==> config.mk <==
export PLATFORM = sky130hd
export DESIGN_NAME = scan_pat_seq_flat
export DESIGN_NICKNAME = d
export VERILOG_FILES = /design/src/rtl/scan_pat_seq_if.sv /design/src/rtl/scan_pat_seq.sv /design/src/flat_wrapper.sv
export SDC_FILE = /design/constraint.sdc
export NUM_CORES = 1
export LEC_CHECK = 0
export BUFFER_PORTS_ARGS = -buffer_cell sky130_fd_sc_hd__buf_2
export CELL_PAD_IN_SITES_DETAIL_PLACEMENT = 0
export CELL_PAD_IN_SITES_GLOBAL_PLACEMENT = 2
export CORE_MARGIN = 2
export CORE_UTILIZATION = 36
export DETAILED_ROUTE_END_ITERATION = 8
export PLACE_DENSITY_LB_ADDON = 0.1
export SLEW_MARGIN = 0
export SYNTH_ARGS = -nofsm -noshare
export SYNTH_HDL_FRONTEND = slang
export SYNTH_SLANG_ARGS = --single-unit
export TNS_END_PERCENT = 20
==> constraint.sdc <==
create_clock -name clk -period 6.47 [get_ports clk]
set_input_delay 0.647 -clock clk [delete_from_list [all_inputs] [get_ports clk]]
set_output_delay 0.647 -clock clk [all_outputs]
set_load 0.005 [all_outputs]
==> src/rtl/scan_pat_seq_if.sv <==
// scan_pat_seq_if: scan pattern stream handshake
// master drives vector words, slave returns ready
interface scan_pat_seq_if #(
   parameter int NCHAIN = 4
);

   logic              pv_valid;
   logic              pv_ready;
   logic [NCHAIN-1:0] pv_si;
   logic [NCHAIN-1:0] pv_exp;
   logic [NCHAIN-1:0] pv_msk;

   modport master (
      output pv_valid,
      output pv_si,
      output pv_exp,
      output pv_msk,
      input  pv_ready
   );

   modport slave (
      input  pv_valid,
      input  pv_si,
      input  pv_exp,
      input  pv_msk,
      output pv_ready
   );

endinterface

==> src/rtl/scan_pat_seq.sv <==
// scan_pat_seq: multi-chain scan pattern sequencer
// overlapped load/unload, capture pulses, miscompare scoring
module scan_pat_seq #(
   parameter int NCHAIN   = 4,
   parameter int LEN_W    = 8,
   parameter int PAT_W    = 10,
   parameter int CAPT_CYC = 1,
   parameter int ERR_W    = 16
) (
   input  logic              clk,
   input  logic              rstz,
   input  logic [LEN_W-1:0]  cfg_len,
   input  logic [PAT_W-1:0]  cfg_npat,
   input  logic              start,
   input  logic              abort,
   scan_pat_seq_if.slave     pv,
   output logic              scan_en,
   output logic              shift_en,
   output logic              cap_en,
   output logic [NCHAIN-1:0] scan_si,
   input  logic [NCHAIN-1:0] scan_so,
   output logic              busy,
   output logic              done,
   output logic              cfg_err,
   output logic [PAT_W-1:0]  pat_num,
   output logic [31:0]       vec_num,
   output logic [ERR_W-1:0]  err_cnt,
   output logic [PAT_W-1:0]  fail_pat,
   output logic              fail_vld
);

   localparam int PW = $clog2(NCHAIN + 1);
   localparam int SW = ERR_W + PW + 1;
   localparam int CW = 2;

   typedef enum logic [2:0] {
      S_IDLE,
      S_LOAD,
      S_CAPT,
      S_UNLOAD,
      S_DONE
   } state_t;

   state_t            state;
   logic [LEN_W-1:0]  len_q;
   logic [LEN_W-1:0]  sh_cnt;
   logic [PAT_W-1:0]  npat_q;
   logic [CW-1:0]     cc;

   logic              hs;
   logic              go;
   logic              go_ok;
   logic              last_sh;
   logic              capt_on;
   logic              capt_last;
   logic [PAT_W-1:0]  pat_inc;

   logic [NCHAIN-1:0] mis;
   logic [PW-1:0]     pop;
   logic [SW-1:0]     sum;
   logic [ERR_W-1:0]  err_nx;

   // abort blocks the word in flight, so it gates ready itself
   assign pv.pv_ready = scan_en & ~abort;
   assign hs          = pv.pv_valid & pv.pv_ready;
   assign shift_en    = hs;
   assign scan_si     = hs ? pv.pv_si : '0;

   assign go        = (state == S_IDLE) & start & ~abort;
   assign go_ok     = go & (cfg_len != '0);
   assign last_sh   = sh_cnt == (len_q - LEN_W'(1));
   assign capt_on   = (state == S_CAPT) & ~abort;
   assign capt_last = capt_on & (cc == CW'(CAPT_CYC - 1));
   assign cap_en    = capt_last;
   assign pat_inc   = pat_num + PAT_W'(1);

   // unmasked miscompare bits and saturating error sum
   always_comb begin
      mis = (scan_so ^ pv.pv_exp) & ~pv.pv_msk;
      pop = '0;
      for (int i = 0; i < NCHAIN; i++) begin
         pop = pop + PW'(mis[i]);
      end
      sum = SW'(err_cnt) + SW'(pop);
      if (sum > SW'({ERR_W{1'b1}})) begin
         err_nx = '1;
      end else begin
         err_nx = sum[ERR_W-1:0];
      end
   end

   // sequence FSM with registered scan_en/busy/done
   always_ff @(posedge clk or negedge rstz) begin
      if (!rstz) begin
         state   <= S_IDLE;
         scan_en <= 1'b0;
         busy    <= 1'b0;
         done    <= 1'b0;
         len_q   <= '0;
         npat_q  <= '0;
         sh_cnt  <= '0;
         cc      <= '0;
      end else if (abort) begin
         state   <= S_IDLE;
         scan_en <= 1'b0;
         busy    <= 1'b0;
         done    <= 1'b0;
         sh_cnt  <= '0;
         cc      <= '0;
      end else begin
         done <= 1'b0;
         unique case (state)
            S_IDLE: begin
               if (go_ok) begin
                  len_q  <= cfg_len;
                  npat_q <= cfg_npat;
                  sh_cnt <= '0;
                  cc     <= '0;
                  if (cfg_npat == '0) begin
                     state <= S_DONE;
                     done  <= 1'b1;
                  end else begin
                     state   <= S_LOAD;
                     scan_en <= 1'b1;
                     busy    <= 1'b1;
                  end
               end
            end
            S_LOAD, S_UNLOAD: begin
               if (hs) begin
                  if (last_sh) begin
                     sh_cnt  <= '0;
                     scan_en <= 1'b0;
                     if (state == S_LOAD) begin
                        state <= S_CAPT;
                     end else begin
                        state <= S_DONE;
                        busy  <= 1'b0;
                        done  <= 1'b1;
                     end
                  end else begin
                     sh_cnt <= sh_cnt + LEN_W'(1);
                  end
               end
            end
            S_CAPT: begin
               if (cc == CW'(CAPT_CYC - 1)) begin
                  cc      <= '0;
                  scan_en <= 1'b1;
                  if (pat_inc == npat_q) begin
                     state <= S_UNLOAD;
                  end else begin
                     state <= S_LOAD;
                  end
               end else begin
                  cc <= cc + CW'(1);
               end
            end
            S_DONE: begin
               state <= S_IDLE;
            end
            default: begin
               state <= S_IDLE;
            end
         endcase
      end
   end

   // pattern/vector numbering, error scoring, config error flag
   always_ff @(posedge clk or negedge rstz) begin
      if (!rstz) begin
         pat_num  <= '0;
         vec_num  <= '0;
         err_cnt  <= '0;
         fail_pat <= '0;
         fail_vld <= 1'b0;
         cfg_err  <= 1'b0;
      end else if (go_ok) begin
         pat_num  <= '0;
         vec_num  <= '0;
         err_cnt  <= '0;
         fail_pat <= '0;
         fail_vld <= 1'b0;
         cfg_err  <= 1'b0;
      end else if (go) begin
         cfg_err <= 1'b1;
      end else begin
         if (hs) begin
            vec_num <= vec_num + 32'd1;
            err_cnt <= err_nx;
            if ((mis != '0) && !fail_vld) begin
               fail_vld <= 1'b1;
               fail_pat <= pat_num - PAT_W'(1);
            end
         end else if (capt_on) begin
            vec_num <= vec_num + 32'd1;
         end
         if (capt_last) begin
            pat_num <= pat_inc;
         end
      end
   end

endmodule
==> src/flat_wrapper.sv <==
// flat-port wrapper written by rule: the top's interface ports become plain ports
module scan_pat_seq_flat 
#(
   parameter int NCHAIN   = 4,
   parameter int LEN_W    = 8,
   parameter int PAT_W    = 10,
   parameter int CAPT_CYC = 1,
   parameter int ERR_W    = 16
)
  (clk, rstz, cfg_len, cfg_npat, start, abort, scan_en, shift_en, cap_en, scan_si, scan_so, busy, done, cfg_err, pat_num, vec_num, err_cnt, fail_pat, fail_vld, pv_pv_valid, pv_pv_si, pv_pv_exp, pv_pv_msk, pv_pv_ready);
  scan_pat_seq_if #(.NCHAIN(NCHAIN)) pv_i ();
  input  logic clk;
  input  logic rstz;
  input  logic [LEN_W-1:0] cfg_len;
  input  logic [PAT_W-1:0] cfg_npat;
  input  logic start;
  input  logic abort;
  output logic scan_en;
  output logic shift_en;
  output logic cap_en;
  output logic [NCHAIN-1:0] scan_si;
  input  logic [NCHAIN-1:0] scan_so;
  output logic busy;
  output logic done;
  output logic cfg_err;
  output logic [PAT_W-1:0] pat_num;
  output logic [31:0] vec_num;
  output logic [ERR_W-1:0] err_cnt;
  output logic [PAT_W-1:0] fail_pat;
  output logic fail_vld;
  input wire logic [$bits(pv_i.pv_valid)-1:0] pv_pv_valid;
  input wire logic [$bits(pv_i.pv_si)-1:0] pv_pv_si;
  input wire logic [$bits(pv_i.pv_exp)-1:0] pv_pv_exp;
  input wire logic [$bits(pv_i.pv_msk)-1:0] pv_pv_msk;
  output wire logic [$bits(pv_i.pv_ready)-1:0] pv_pv_ready;
  assign pv_i.pv_valid = pv_pv_valid;
  assign pv_i.pv_si = pv_pv_si;
  assign pv_i.pv_exp = pv_pv_exp;
  assign pv_i.pv_msk = pv_pv_msk;
  assign pv_pv_ready = pv_i.pv_ready;
  scan_pat_seq #(.NCHAIN(NCHAIN), .LEN_W(LEN_W), .PAT_W(PAT_W), .CAPT_CYC(CAPT_CYC), .ERR_W(ERR_W)) u_core (.clk(clk), .rstz(rstz), .cfg_len(cfg_len), .cfg_npat(cfg_npat), .start(start), .abort(abort), .pv(pv_i), .scan_en(scan_en), .shift_en(shift_en), .cap_en(cap_en), .scan_si(scan_si), .scan_so(scan_so), .busy(busy), .done(done), .cfg_err(cfg_err), .pat_num(pat_num), .vec_num(vec_num), .err_cnt(err_cnt), .fail_pat(fail_pat), .fail_vld(fail_vld));
endmodule
==> results.toml <==
[status]
status = "finished clean"

[clocking]
numClockSinks = 104
cts-hold-fix-buffers = 0
clock_path_buffers = 2
insertion_delay_ns = 0.35
numCtsBuffers = 9
cts_setup_buffers = 0
cts_tree = "built"
h-tree-depth = 3
cts-root-buf = "clkbuf_16"
clk_pin_slew_worst_paths_ns = 0.07
ctsResizeCount = 0

[grt]
grt-ovfl-total = 0
grt_pass1_wl_um = 26300
grt_max_degree = 72
first_global_vias = 5203
antenna_found_initial = 0
track_usage_pct = 18.3

[logic_synthesis]
yosysSeqAreaShare_pct = 42.9
synth.distinct_cells = 64
ys.flop_type = "dfrtp_1"
yosysTopAreaCell = "dfrtp_1"
synth.net_count = 747
ys_ff_latch = 104
synth_async_sr_flop_share_pct = 100
yosysTopAreaCellShare_pct = 42.9
syn_area_per_cell_um2 = 8.75
syn_area_um2 = 6060
ys_warn_count = 0
ys_top_cells_by_area = "dfrtp_1 (43%), nand2_1 (6.0%), xor2_1 (4.6%)"
synth_edf_count = 0
postSynthCellCount = 693

[worst_setup_path]
cp_data_required_time_ns = 6.68
critPathArrivalTime_ns = 3.73
critPathCaptureType = "flip-flop"
startpoint_type = "input pin"
cp_max_fo = 10
crit_type = "in -> reg"

[timing]
tightest_slew_ns = 0.940
tns_ns = 0
min_period_ns = 3.52
fmax_ghz = 0.284
slew_headroom_pct = 37.3
fin_crit_sh_pct = 54.4
finalClockSkew_ns = 0.00626
rsz0062_at_grt = "false"
finalHoldViolations = 0
setup_viol = 0
final_max_slew_viol_count = 0

[detailed_routing]
wl_um = 15900
vias = 5350
drtIter0Drc = 273
viasPerCell = 5.28
drc_errors = 0
routedWlPerCell_um = 15.7
drtAntennaViolNets = 0
first_pass_iters = 4

[finish]
multiInputGateArea_um2 = 3240
area_growth_pct = 18.2
drive_gt1_share_pct = 19.3
final_cells = 1014
ff_latch_area_um2 = 2600
postLayoutCoreUtil_pct = 43.4
nNetsFinal = 844
antennaDiodeCount = 0
fillers = 1673

[die]
core-area_um2 = 16500
fp-row-count = 47
die_w_um = 134
initial_core_util_pct = 36.7
dieArea_um2 = 17900
io_pins = 119
die_h_um = 134

[min_path]
hp-class = "in -> async"

[job]
cap_violations = 0

[power_and_ir_drop]
p_per_area_nw_per_um2 = 227
leakage_uw = 0.00350
vdd_drop_max_mv = 0.137

[placed_design]
globalplace.congestion = 0.786
placedCellCount = 999
io_buffers = 118
place_hpwl_um = 11500
## kinds of logic after synthesis
| logic type | share of synthesized area (%) |
|---|---|
| adder cells (fa/ha/maj) | 3.34 |
| AO/OA/AOI/OAI | 14.6 |
| AND/OR/NAND/NOR | 26.2 |
| XOR/XNOR | 8.34 |
| buffers and inverters | 3.80 |
| multiplexers | 0.867 |
| flip-flops | 42.9 |
## sequential cells by signal (all words and copies together), names as in the netlist
register and count:
u_core.fail_pat 10, u_core.done 1, u_core.len_q 8, u_core.state 3
u_core.pat_num 10, u_core.busy 1, u_core.err_cnt 16, u_core.sh_cnt 8
u_core.npat_q 10, u_core.cc 2, u_core.cfg_err 1, u_core.scan_en 1
u_core.vec_num 32, u_core.fail_vld 1
## layout make-up
class                   instances  share of cell area (%)
clock inverters                 5                    1.45
well taps                     220                    3.84
clock buffers                  10                    3.34
flip-flops and latches        104                    36.3
inverters                      23                    1.20
multi-input cells             530                    45.2
repair buffers                122                    8.70
## cells in the mapped netlist (all sizes together) (9+ instances only)
library cell / count
nor2: 56
ha: 13
nor3: 22
or3: 13
clkbuf: 27
nand4: 14
buf: 9
nand3: 40
dfrtp: 104
xor2: 32
xnor2: 23
and3: 13
a21o: 9
a21oi: 32
nand2b: 13
o21ai: 45
nand2: 97
and2: 9
inv: 22
## final timing paths
check / end / slack [ns] / from / cells past startpoint
min reg2reg: u_core.fail_pat[6] / 0.49 / u_core.fail_pat[6] / 2
min: u_core.sh_cnt[0] / 0.24 / rstz / 1
min in group clk: u_core.fail_pat[6] / 0.49 / u_core.fail_pat[6] / 2
max in group asynchronous: u_core.vec_num[2] / 4.95 / rstz / 2
max: u_core.err_cnt[7] / 2.95 / pv_pv_exp[0] / 15
max reg2reg: u_core.sh_cnt[2] / 3.60 / u_core.len_q[0] / 8
## per-layer routing
metal	track usage, %	wire (µm)
met1	24.7	7390
met2	30.1	7770
met3	2.85	644
met4	6.03	138
met5	0	0
## cells in the final DEF, fill, tap and decap left out, drive strengths merged, types with 4 or more instances in the layout
master,netlist,final
a211oi,4,4
a21o,9,9
a21oi,32,32
a311oi,4,4
a31oi,7,7
and2,9,9
and3,13,13
and4,5,5
buf,9,122
clkbuf,27,10
dfrtp,104,104
ha,13,13
inv,22,23
nand2,97,97
nand2b,13,13
nand3,40,40
nand3b,4,4
nand4,14,14
nor2,56,56
nor2b,4,4
nor3,22,22
nor4,8,8
o21ai,45,45
o22ai,4,4
or3,13,13
or3b,5,5
or4,4,4
xnor2,23,23
xor2,32,32
## worst max-delay path, stage by stage
cell and delay (ns):
buf_2 0.10, xor2_1 0.14, nor2b_1 0.14, ha_1 0.27, inv_1 0.05, fa_1 0.50, inv_1 0.04, ha_1 0.20
fa_1 0.40, a21o_1 0.24, nand4_1 0.15, or3_1 0.35, nand4_1 0.21, o22ai_1 0.24, nor2_1 0.05
## per-stage QoR
stage                     setup WS [ns]  cell area [µm²]  power [µW]  hold WS [ns]
final                              2.95             7170        1630         0.240
after global routing               2.71             7170        1720         0.270
after CTS                          2.96             7170        1660         0.259
after detailed placement           2.58             6820        1010         0.486
after global placement             2.66             6820        1000         0.478
after floorplan                    2.92             6060         910         0.351
## report_power, final
group	internal (µW)	switching (µW)	total, µW
Combinational	108	143	251
Sequential	690	46.6	736
Clock	388	254	642
Total	1190	444	1630
(Power assumes the default switching activity.)
